==> src/rtl/xbus_vec_gather.sv <==
// Lockstep gather of P lane FIFOs into one P*S-byte vector stream with a
// 2-entry skid buffer that hides the FIFO read latency under backpressure.
module xbus_vec_gather #(
  parameter int P     = 4,
  parameter int S     = 4,
  parameter int CNT_W = 16
) (
  input  logic               clk,
  input  logic               rst,
  input  logic               start,
  input  logic [CNT_W-1:0]   n_vecs,
  output logic               busy,
  output logic               done,
  output logic [P-1:0]       fifo_rd_en,
  input  logic [P*S*8-1:0]   fifo_dout,
  input  logic [P-1:0]       fifo_empty,
  output logic               m_valid,
  input  logic               m_ready,
  output logic [P*S*8-1:0]   m_data,
  output logic               m_last
);

  localparam int VW = P * S * 8;

  typedef enum logic [1:0] {IDLE, RUN, FIN} state_t;

  state_t           state_q, state_d;
  logic [CNT_W-1:0] n_q, issued_q, delivered_q;
  logic             inflight_q;
  logic [1:0]       occ_q;
  logic [VW-1:0]    buf0_q, buf1_q;

  logic             hs, issue, last_beat;
  logic [2:0]       credit_used;

  assign m_valid   = (occ_q != 2'd0);
  assign m_data    = buf0_q;
  assign hs        = m_valid & m_ready;
  assign last_beat = (delivered_q == n_q - CNT_W'(1));
  assign m_last    = m_valid & last_beat;

  // Entries held or already on their way, less the one leaving this cycle.
  assign credit_used = {1'b0, occ_q} + {2'b00, inflight_q} - {2'b00, hs};
  assign issue = (state_q == RUN) && (fifo_empty == '0) &&
                 (issued_q < n_q) && (credit_used < 3'd2);

  always_ff @(posedge clk or posedge rst) begin
    if (rst) state_q <= IDLE;
    else     state_q <= state_d;
  end

  always_comb begin
    state_d = state_q;
    case (state_q)
      IDLE:    if (start) state_d = (n_vecs == '0) ? FIN : RUN;
      RUN:     if (hs && last_beat) state_d = FIN;
      FIN:     state_d = IDLE;
      default: state_d = IDLE;
    endcase
  end

  always_comb begin
    busy       = 1'b0;
    done       = 1'b0;
    fifo_rd_en = '0;
    case (state_q)
      RUN: begin
        busy       = 1'b1;
        fifo_rd_en = {P{issue}};
      end
      FIN:     done = 1'b1;
      default: ;
    endcase
  end

  always_ff @(posedge clk or posedge rst) begin
    if (rst) begin
      n_q         <= '0;
      issued_q    <= '0;
      delivered_q <= '0;
      inflight_q  <= 1'b0;
    end else begin
      if (state_q == IDLE && start) begin
        n_q         <= n_vecs;
        issued_q    <= '0;
        delivered_q <= '0;
      end else begin
        if (issue) issued_q    <= issued_q + CNT_W'(1);
        if (hs)    delivered_q <= delivered_q + CNT_W'(1);
      end
      inflight_q <= issue;
    end
  end

  // Returning read data lands at the tail; a handshake retires the head.
  always_ff @(posedge clk or posedge rst) begin
    if (rst) begin
      occ_q  <= 2'd0;
      buf0_q <= '0;
      buf1_q <= '0;
    end else begin
      case ({inflight_q, hs})
        2'b10: begin
          if (occ_q == 2'd0) buf0_q <= fifo_dout;
          else               buf1_q <= fifo_dout;
          occ_q <= occ_q + 2'd1;
        end
        2'b01: begin
          buf0_q <= buf1_q;
          occ_q  <= occ_q - 2'd1;
        end
        2'b11: begin
          if (occ_q == 2'd1) begin
            buf0_q <= fifo_dout;
          end else begin
            buf0_q <= buf1_q;
            buf1_q <= fifo_dout;
          end
        end
        default: ;
      endcase
    end
  end

  a_no_overflow: assert property (@(posedge clk) disable iff (rst)
    inflight_q |-> (occ_q != 2'd2));

endmodule

==> config.mk <==
export PLATFORM = sky130hd
export DESIGN_NAME = xbus_vec_gather
export DESIGN_NICKNAME = d
export VERILOG_FILES = /design/src/rtl/xbus_vec_gather.sv
export SDC_FILE = /design/constraint.sdc
export NUM_CORES = 1
export LEC_CHECK = 0
export ABC_AREA = 1
export ABC_CLOCK_PERIOD_IN_PS = 10900
export CELL_PAD_IN_SITES_DETAIL_PLACEMENT = 0
export CELL_PAD_IN_SITES_GLOBAL_PLACEMENT = 1
export CORE_MARGIN = 8
export CORE_UTILIZATION = 36
export DETAILED_ROUTE_END_ITERATION = 16
export PLACE_DENSITY = 0.77
export SLEW_MARGIN = 20
export SYNTH_ARGS = -nofsm -noshare
export SYNTH_HDL_FRONTEND = slang
export SYNTH_SLANG_ARGS = --single-unit
==> constraint.sdc <==
create_clock -name clk -period 10.9 [get_ports clk]
set_input_delay 2.725 -clock clk [delete_from_list [all_inputs] [get_ports clk]]
set_output_delay 2.725 -clock clk [all_outputs]
set_load 0.02 [all_outputs]
==> results of run 1 <==
## cell families after synthesis
logic type / after synthesis / share of synthesized area
AND/OR/NAND/NOR: 436 / 0.127
buffers and inverters: 415 / 0.113
multiplexers: 128 / 0.0948
flip-flops: 309 / 0.509
XOR/XNOR: 28 / 0.0170
AO/OA/AOI/OAI: 323 / 0.119
adder cells (fa/ha/maj): 25 / 0.0211
## flip-flops by register name, indices dropped and copies added (netlist names)
name and cells:
buf1_q 128, m_data 128, delivered_q 16, issued_q 16, n_q 16, occ_q 2, state_q 2, inflight_q 1
## critical path: cells and delay by family
family / cells / cell delay (ns)
buf+inv: 4 / 1.41
simple gates: 4 / 1.05
xor+xnor: 1 / 0.17
fa+ha+maj: 2 / 0.66
## area by class of cell
cell class                      instances  area (um^2)
Antenna cell                            1         2.50
Fill cell                            3947        22100
Sequential cell                       309         7730
Inverter                              331         1250
Tap cell                              539          674
Clock inverter                         12          129
Timing Repair Buffer                  301         3010
Clock buffer                           57         1140
Multi-Input combinational cell        940         5800
## per-stage QoR
step | power [mW] | worst slack [ns] | area, um^2 | hold slack [ns] | std cells
2_1_floorplan | 3.35 | 3.23 | 15200 | 0.453 | 1664
3_3_place_gp | 4.17 | 2.14 | 18400 | 0.465 | 2419
3_5_place_dp | 4.24 | 2.13 | 18500 | 0.473 | 2420
4_1_cts | 5.55 | 2.10 | 19700 | 0.487 | 2489
5_1_grt | 5.86 | 1.90 | 19700 | 0.498 | 2490
6_report | 5.46 | 2.14 | 19700 | 0.482 | 2490
## worst min-delay path by stage
stage | to | slack, ns | cells after the start
global route | delivered_q[15] | 0.50 | 1
finish | buf1_q[20] | 0.48 | 2
floorplan | buf1_q[0] | 0.45 | 2
detailed placement | buf1_q[97] | 0.47 | 2
global placement | buf1_q[20] | 0.46 | 2
CTS | buf1_q[86] | 0.49 | 2
## layout by cell type, fill, tap and decap left out, types with 6 or more instances in the layout
master,n
nor2_2,6
o21ai_0,164
clkbuf_1,8
nor2_1,57
nor3_1,10
clkdlybuf4s50_1,287
nand2_1,274
ha_1,24
inv_1,326
nor4_1,6
clkbuf_16,39
o22ai_1,128
dfrtp_1,309
clkbuf_8,10
a21oi_1,20
nand3b_1,6
xor2_1,20
xnor2_1,7
nand4_1,10
buf_4,11
nand3_1,48
mux2_2,128
## power groups by stage
stage                     combinational [mW]  sequential, mW  clock, mW
after floorplan                         1.17            2.18          0
after global placement                  2.23            1.95          0
after detailed placement                2.27            1.97          0
after CTS                               2.28            1.96       1.32
after global routing                    2.47            2.02       1.36
final                                   2.24            1.95       1.27
## layer usage
layer / track usage / part of all wire / vias to the layer above
met3: 0.0339 / 0.055 / 62
met1: 0.226 / 0.46 / 5765
met5: 0 / 0 / -
li1: - / - / 5908
met2: 0.261 / 0.45 / 347
met4: 0.0590 / 0.028 / 0
==> results.txt, run 1 <==
Initial antenna violation count: 1
Routed WL: 41200 um
Internal Power: 3.45 mW
Most common library cells after synthesis: 328 x inv_1, 309 x dfrtp_1, 274 x nand2_1, 165 x o21ai_0
Post-synth EDFFs: 0
Fmax: 114 MHz
Post-synth top area share: 0.509
Unrepaired setup endpoints after global routing: no
Final Cycle Share: 0.804
Psw: 2.02 mW
Largest net degree at the start of global routing: 179
Slowest cell on crit path: clkdlybuf4s50_1
Worst hold path class: reg -> reg
Reg2reg start: occ_q[1]
Port Buffer Count: 287
Die Ht: 221 um
Number of global-route vias before repair: 12100
#FFs+latches synth: 309
Detailed Place HPWL: 27900 um
Gr usage total: 0.166
Leakage power: 9.21 nW
Synth cell types: 42
Total clock buffers created by CTS: 39
Peak VDD IR: 111 uV
Synthesized Nets: 1841
Switch share: 0.369
Final Max Tran Viols: 0
Final setup viols: 0
Post-synthesis sequential area ratio: 0.509
Initial core utilization: 0.363
Period minus WS final: 8.76 ns
Crit path launch: m_ready
DRC Markers: 0
Overflow after GRT: 0
Max Cap Viol: 0
Critical R2R Capture: m_data[110]
# IOs: 288
Clk sink count: 309
Die ar.: 0.0491 mm^2
Layout overhead on the synthesized area: 29.8%
Share of flip-flops with an asynchronous set or reset: 1.00
Initial DRC Count: 903
Final Hold Viols: 0
Post-CTS sizing: 0
Largest cells by area after synthesis: dfrtp_1 51%, mux2_2 9.5%, inv_1 8.1%, nand2_1 6.8%, o21ai_0 5.4%
Fin nets: 2099
Comb power frac: 0.410
Cell area after synthesis: 0.0152 mm^2
Clock Tree Root: clkbuf_16
R2R cell count: 9
First-pass GRT wire length: 67300 um
Vias/cell: 4.85
CTS tree: done
CP peak stage delay: 0.65 ns
Main synth FF type: dfrtp_1
Routed Antenna Nets: 0
Worst skew pair latency: 0.53 ns
Crit Path Class: in -> out
Layout cells sized above 1: 0.122
Critical Path Fanout Max: 19
TritonRoute pass-1 iters: 6
DR vias: 12100
Flop pwr share: 0.357
Arr. time, crit path: 6.04 ns
Post-Route Utilization: 0.472
Min-delay src: buf1_q[20]
Post-route clock skew: 0.00707 ns
Gp weighted congestion: 0.809
Clock power frac: 0.233
Mapped Cells: 1664
Synth warnings: 0
Routed len/inst: 16.6 um
Run status: completed
Crit path capture: fifo_rd_en[1]
# rows: 75
Power per Cell Area: 277 mW/mm^2
Syn avg cell area: 9.14 um^2
CTS Hold Buffers Added: 0
Cell taking the most area after synthesis: dfrtp_1
Reg-to-reg setup timing slack: 6.82 ns
Core Box Area: 0.0419 mm^2
CTS clk-pin slew, worst paths: 0.05 ns
Worst-margin pin slew: 1.04 ns
CTS max path bufs: 3
Aggregate negative setup slack: 0 ns
Crit-path cells: clkdlybuf4s50_1, inv_1, nor2_4, ha_1, or2_2, fa_1, xor2_1, nor2_1, nand4_4, inv_1, clkdlybuf4s50_1
Slew HR: 0.303
Critical path launch point type: input port
Most frequent cell after synthesis: inv_1
WP data required: 8.18 ns
Die Width: 221 um
Worst setup EP type: output port
H-Tree Depth: 2
Postcts setup bufs: 0
No activity file was read; power rests on OpenSTA's default activity.
==> run 2: changes to the inputs <==
Settings changed: ABC_CLOCK_PERIOD_IN_PS 10900 to 7190.
Clock period 10.9 ns to 7.19 ns, I/O delays scaled along.
==> run 2 against run 1 <==
Wire length increased by 0.54%; global-route usage barely moved; setup slack worse by 1.4 ns; critical endpoint is now fifo_rd_en[0]; largest power group unchanged.
==> results.txt, run 2 (synthesis results as in run 1) <==
Run status: completed (unchanged)
Commonest non-fill, non-tap cells in the layout: 326 x inv_1, 309 x dfrtp_1, 287 x clkdlybuf4s50_1 (unchanged)
Final setup viols: 0 (unchanged)
Fmax: 154 MHz
Detailed Place HPWL: 27400 um (was 27900 um)
GRT busiest layer: met2 (unchanged)
Number of global-route vias before repair: 12300 (was 12100)
Crit-path cells: clkdlybuf4s50_1, inv_1, nor2_4, ha_1, or2_2, fa_1, xor2_1, nor2_1, nand4_4, inv_1, clkdlybuf4s50_1 (unchanged)
DRC Markers: 0 (unchanged)
Crit path max-delay family: buffers and inverters (unchanged)
Min Hold Slack: 0.481 ns (was 0.482 ns)
TritonRoute pass-1 iters: 5 (was 6)
Routed WL: 41500 um (was 41200 um)
Die Ht: 221 um (unchanged)
CTS max path bufs: 3 (unchanged)
Finished Cell Area: 0.0196 mm^2 (was 0.0197 mm^2)
Power per Cell Area: 417 mW/mm^2 (was 277 mW/mm^2)
Routed len/inst: 16.7 um (was 16.6 um)
Crit Path Class: in -> out (unchanged)
Leakage power: 9.14 nW (was 9.21 nW)
CTS clk-pin slew, worst paths: 0.06 ns (was 0.05 ns)
Core Box Area: 0.0419 mm^2 (unchanged)
Gp weighted congestion: 0.822 (was 0.809)
Gr usage total: 0.166 (about the same)
Final Hold Viols: 0 (unchanged)
Vias/cell: 4.84 (was 4.85)
CP peak stage delay: 0.63 ns (was 0.65 ns)
Unrepaired setup endpoints after global routing: no (unchanged)
Total clock buffers created by CTS: 38 (was 39)
Die Width: 221 um (unchanged)
CTS Hold Buffers Added: 0 (unchanged)
H-Tree Depth: 2 (unchanged)
Arr. time, crit path: 4.70 ns (was 6.04 ns)
Slowest cell on crit path: clkdlybuf4s50_1 (unchanged)
R2R cell count: 9 (unchanged)
Critical Path Fanout Max: 4 (was 19)
Clock Tree Root: clkbuf_16 (unchanged)
Dpl cell area: 0.0185 mm^2 (about the same)
Period minus WS final: 6.50 ns
GR Util met3: 0.0380 (was 0.0339)
Overflow after GRT: 0 (unchanged)
Aggregate negative setup slack: 0 ns (unchanged)
Layout cells sized above 1: 0.115 (was 0.122)
WP data required: 5.39 ns (was 8.18 ns)
Slew HR: 0.285 (was 0.303)
Fin cells: 2481 (was 2490)
Postcts setup bufs: 0 (unchanged)
Worst skew pair latency: 0.54 ns (was 0.53 ns)
Layout overhead on the synthesized area: 29.1% (was 29.8%)
CP bufs+invs: 4 (unchanged)
Hold depth: 2 (unchanged)
First-pass GRT wire length: 67300 um (about the same)
Final Max Tran Viols: 0 (unchanged)
Post-CTS sizing: 0 (unchanged)
DR vias: 12000 (was 12100)
Post-route clock skew: 0.0112 ns (was 0.00707 ns)
Commonest non-fill, non-tap cell in the layout: inv_1 (unchanged)
Met2 Use GR: 0.273 (was 0.261)
Initial core utilization: 0.363 (unchanged)
Port Buffer Count: 287 (unchanged)
Worst-margin pin slew: 1.07 ns (was 1.04 ns)
Worst setup EP type: output port (unchanged)
Clk sink count: 309 (unchanged)
Placed Cells: 2417 (was 2420)
M1 GR Usage: 0.217 (was 0.226)
Initial DRC Count: 831 (was 903)
Critical path launch point type: input port (unchanged)
# rows: 75 (unchanged)
Routed Antenna Nets: 0 (unchanged)
Die ar.: 0.0491 mm^2 (unchanged)
Initial antenna violation count: 1 (unchanged)
Crit. path cell count: 11 (unchanged)
Final Cycle Share: 0.904
Peak VDD IR: 203 uV (was 111 uV)
Largest net degree at the start of global routing: 201 (was 179)
Fin nets: 2095 (was 2099)
Max Cap Viol: 0 (unchanged)
Worst hold path class: reg -> reg (unchanged)
# IOs: 288 (unchanged)
CTS tree: done (unchanged)
[run 2: metal layers]
layer | up-vias | wire length, um
met3 | 67 | 2090
met4 | 0 | 1070
met1 | 5750 | 19100
met5 | - | 0
li1 | 5887 | -
met2 | 294 | 19200
[run 2: layout make-up]
type,instances,area (um^2)
Antenna cell,1,2.50
Clock buffer,56,1090
Clock inverter,7,68.8
Fill cell,3947,22200
Inverter,331,1250
Multi-Input combinational cell,940,5800
Sequential cell,309,7730
Tap cell,539,674
Timing Repair Buffer,298,3020
[run 2: tightest hold or removal path: stages (launching register included)]
cell     delay, ns
dfrtp_1       0.34
nand2_1       0.05
o21ai_0       0.05
[run 2: path summary, 6_finish.rpt]
check	startpoint	endpoint	slack, ns
max in group asynchronous	rst	buf1_q[85]	4.34
setup / recovery	m_ready	fifo_rd_en[0]	0.69
hold reg to reg	buf1_q[105]	buf1_q[105]	0.48
hold / removal	buf1_q[105]	buf1_q[105]	0.48
min in group asynchronous	rst	m_data[47]	1.57
setup reg to reg	occ_q[1]	m_data[111]	3.86
[run 2: where the power goes]
part	total [mW]	internal (mW)	switching (mW)
clock	1.81	1.08	0.732
sequential	2.95	2.51	0.445
combinational	3.42	1.55	1.87
[run 2: through the flow]
| stage | total power, mW | worst slack, ns | util |
|---|---|---|---|
| after global routing | 8.76 | 0.523 | 0.469 |
| after floorplan | 5.08 | 1.28 | - |
| after global placement | 6.34 | 0.608 | 0.441 |
| after CTS | 8.31 | 0.621 | 0.469 |
| after detailed placement | 6.44 | 0.652 | 0.441 |
| final | 8.18 | 0.689 | 0.469 |
==> run 3: changes to the inputs <==
Settings changed: ABC_CLOCK_PERIOD_IN_PS 7190 to default, CAP_MARGIN from default to 40, PLACE_DENSITY 0.77 to 0.74.
==> run 3 against run 2 <==
Total power about the same; fmax down 1.1%; setup slack worse by 0.071 ns; non-clock buffer count up 1; combinational power barely moved; design area is 0.27% higher; critical path depth unchanged; clock power about the same; clock-buffer cell count unchanged; wire length decreased by 0.50%; clock skew is 0.0043 ns higher; die area is the same; highest routed layer is now met5.
==> results.txt, run 3 (synthesis results as in run 1) <==
Die Width: 221 um (unchanged)
Ant. Diodes: 0 (was 1)
Gr usage total: 0.165 (was 0.166)
Critical path launch point type: input port (unchanged)
Final setup viols: 0 (unchanged)
Routed Antenna Nets: 0 (unchanged)
Routed WL: 41300 um (was 41500 um)
Clk sink count: 309 (unchanged)
Post-Route Utilization: 0.470 (was 0.469)
Worst-margin pin slew: 0.990 ns (was 1.07 ns)
Initial core utilization: 0.363 (unchanged)
CTS clk-pin slew, worst paths: 0.06 ns (about the same)
Unrepaired setup endpoints after global routing: no (unchanged)
WP data required: 5.39 ns (about the same)
Die ar.: 0.0491 mm^2 (unchanged)
Final Max Tran Viols: 0 (unchanged)
DRC Markers: 0 (unchanged)
Gp weighted congestion: 0.827 (was 0.822)
Crit Path Class: in -> out (unchanged)
Overflow after GRT: 0 (unchanged)
Routed len/inst: 16.6 um (was 16.7 um)
Port Buffer Count: 287 (unchanged)
Number of global-route vias before repair: 12200 (was 12300)
Postcts setup bufs: 0 (unchanged)
Final Cycle Share: 0.914 (was 0.904)
Min Hold Slack: 0.481 ns (about the same)
Worst hold path class: reg -> reg (unchanged)
Core Box Area: 0.0419 mm^2 (unchanged)
# IOs: 288 (unchanged)
CP peak stage delay: 0.63 ns (about the same)
Period minus WS final: 6.57 ns (was 6.50 ns)
Max Cap Viol: 0 (unchanged)
Aggregate negative setup slack: 0 ns (unchanged)
PnR Total Power: 8.19 mW (was 8.18 mW)
Crit-path cells: clkdlybuf4s50_1, inv_1, nor2_4, ha_1, or2_2, fa_1, xor2_1, nor2_1, nand4_4, inv_1, clkdlybuf4s50_1 (unchanged)
Slew HR: 0.340 (was 0.285)
# rows: 75 (unchanged)
Layout cells sized above 1: 0.116 (was 0.115)
Arr. time, crit path: 4.77 ns (was 4.70 ns)
Largest net degree at the start of global routing: 223 (was 201)
Vias/cell: 4.80 (was 4.84)
Slowest cell on crit path: clkdlybuf4s50_1 (unchanged)
CTS max path bufs: 3 (unchanged)
Worst setup EP type: output port (unchanged)
TritonRoute pass-1 iters: 5 (unchanged)
Final Hold Viols: 0 (unchanged)
Peak VDD IR: 201 uV (was 203 uV)
Layout overhead on the synthesized area: 29.5% (was 29.1%)
Total clock buffers created by CTS: 37 (was 38)
Clock Tree Root: clkbuf_16 (unchanged)
Initial DRC Count: 761 (was 831)
H-Tree Depth: 2 (unchanged)
First-pass GRT wire length: 67000 um (was 67300 um)
Critical Path Fanout Max: 4 (unchanged)
Commonest non-fill, non-tap cell in the layout: inv_1 (unchanged)
Post-CTS sizing: 0 (unchanged)
Commonest non-fill, non-tap cells in the layout: 327 x inv_1, 309 x dfrtp_1, 287 x clkdlybuf4s50_1 (was 326 x inv_1, 309 x dfrtp_1, 287 x clkdlybuf4s50_1)
CTS tree: done (unchanged)
CTS Hold Buffers Added: 0 (unchanged)
Fin nets: 2095 (unchanged)
Post-route setup slack: 0.618 ns (was 0.689 ns)
DR vias: 11900 (was 12000)
Worst skew pair latency: 0.55 ns (was 0.54 ns)
Fmax: 152 MHz (was 154 MHz)
Run status: completed (unchanged)
Die Ht: 221 um (unchanged)
Leakage power: 9.16 nW (was 9.14 nW)
Post-route clock skew: 0.0156 ns (was 0.0112 ns)
Initial antenna violation count: 1 (unchanged)
Setup Slack @ Placement: 0.607 ns (was 0.652 ns)
Power per Cell Area: 416 mW/mm^2 (was 417 mW/mm^2)
Detailed Place HPWL: 27800 um (was 27400 um)
-- run 3: worst paths after layout --
kind                            cells after the start       start  slack, ns       endpoint
worst min-delay path                                2  buf1_q[42]       0.48     buf1_q[42]
worst max register to register                     10    occ_q[1]       3.85    buf1_q[120]
worst max-delay path                               11     m_ready       0.62  fifo_rd_en[2]
max in group asynchronous                           3         rst       4.49    m_data[117]
min in group asynchronous                           2         rst       1.55     m_data[55]
worst min register to register                      2  buf1_q[42]       0.48     buf1_q[42]
-- run 3: final cells by class --
type / instances / area (um^2)
fillers: 3983 / 22200
flip-flops and latches: 309 / 7730
repair buffers: 299 / 3080
multi-input cells: 940 / 5800
clock inverters: 7 / 87.6
well taps: 539 / 674
inverters: 331 / 1250
clock buffers: 56 / 1070
-- run 3: power breakdown --
part           switching, mW  total (mW)  internal [mW]
clock network          0.742        1.81           1.06
registers              0.452        2.96           2.51
logic                   1.86        3.42           1.56
total                   3.05        8.19           5.13
-- run 3: worst max-delay path: cells and delay by family --
kind,cells,cell delay (ns)
adder cells (fa/ha/maj),2,0.61
XOR/XNOR,1,0.17
AND/OR/NAND/NOR,4,0.86
buffers and inverters,4,1.34
-- run 3: per-layer routing --
metal / global-route usage / vias to the layer above / routed length (um)
li1: - / 5891 / -
met1: 0.211 / 5692 / 18500
met2: 0.277 / 281 / 19500
met3: 0.0391 / 52 / 2320
met4: 0.0477 / 2 / 843
met5: 0 / - / 11
-- run 3: per-stage QoR --
step                area (um^2)  std cells
finish                    19700       2481
global route              19700       2481
CTS                       19700       2481
detailed placement        18500       2418
global placement          18500       2415
floorplan                 15200       1664
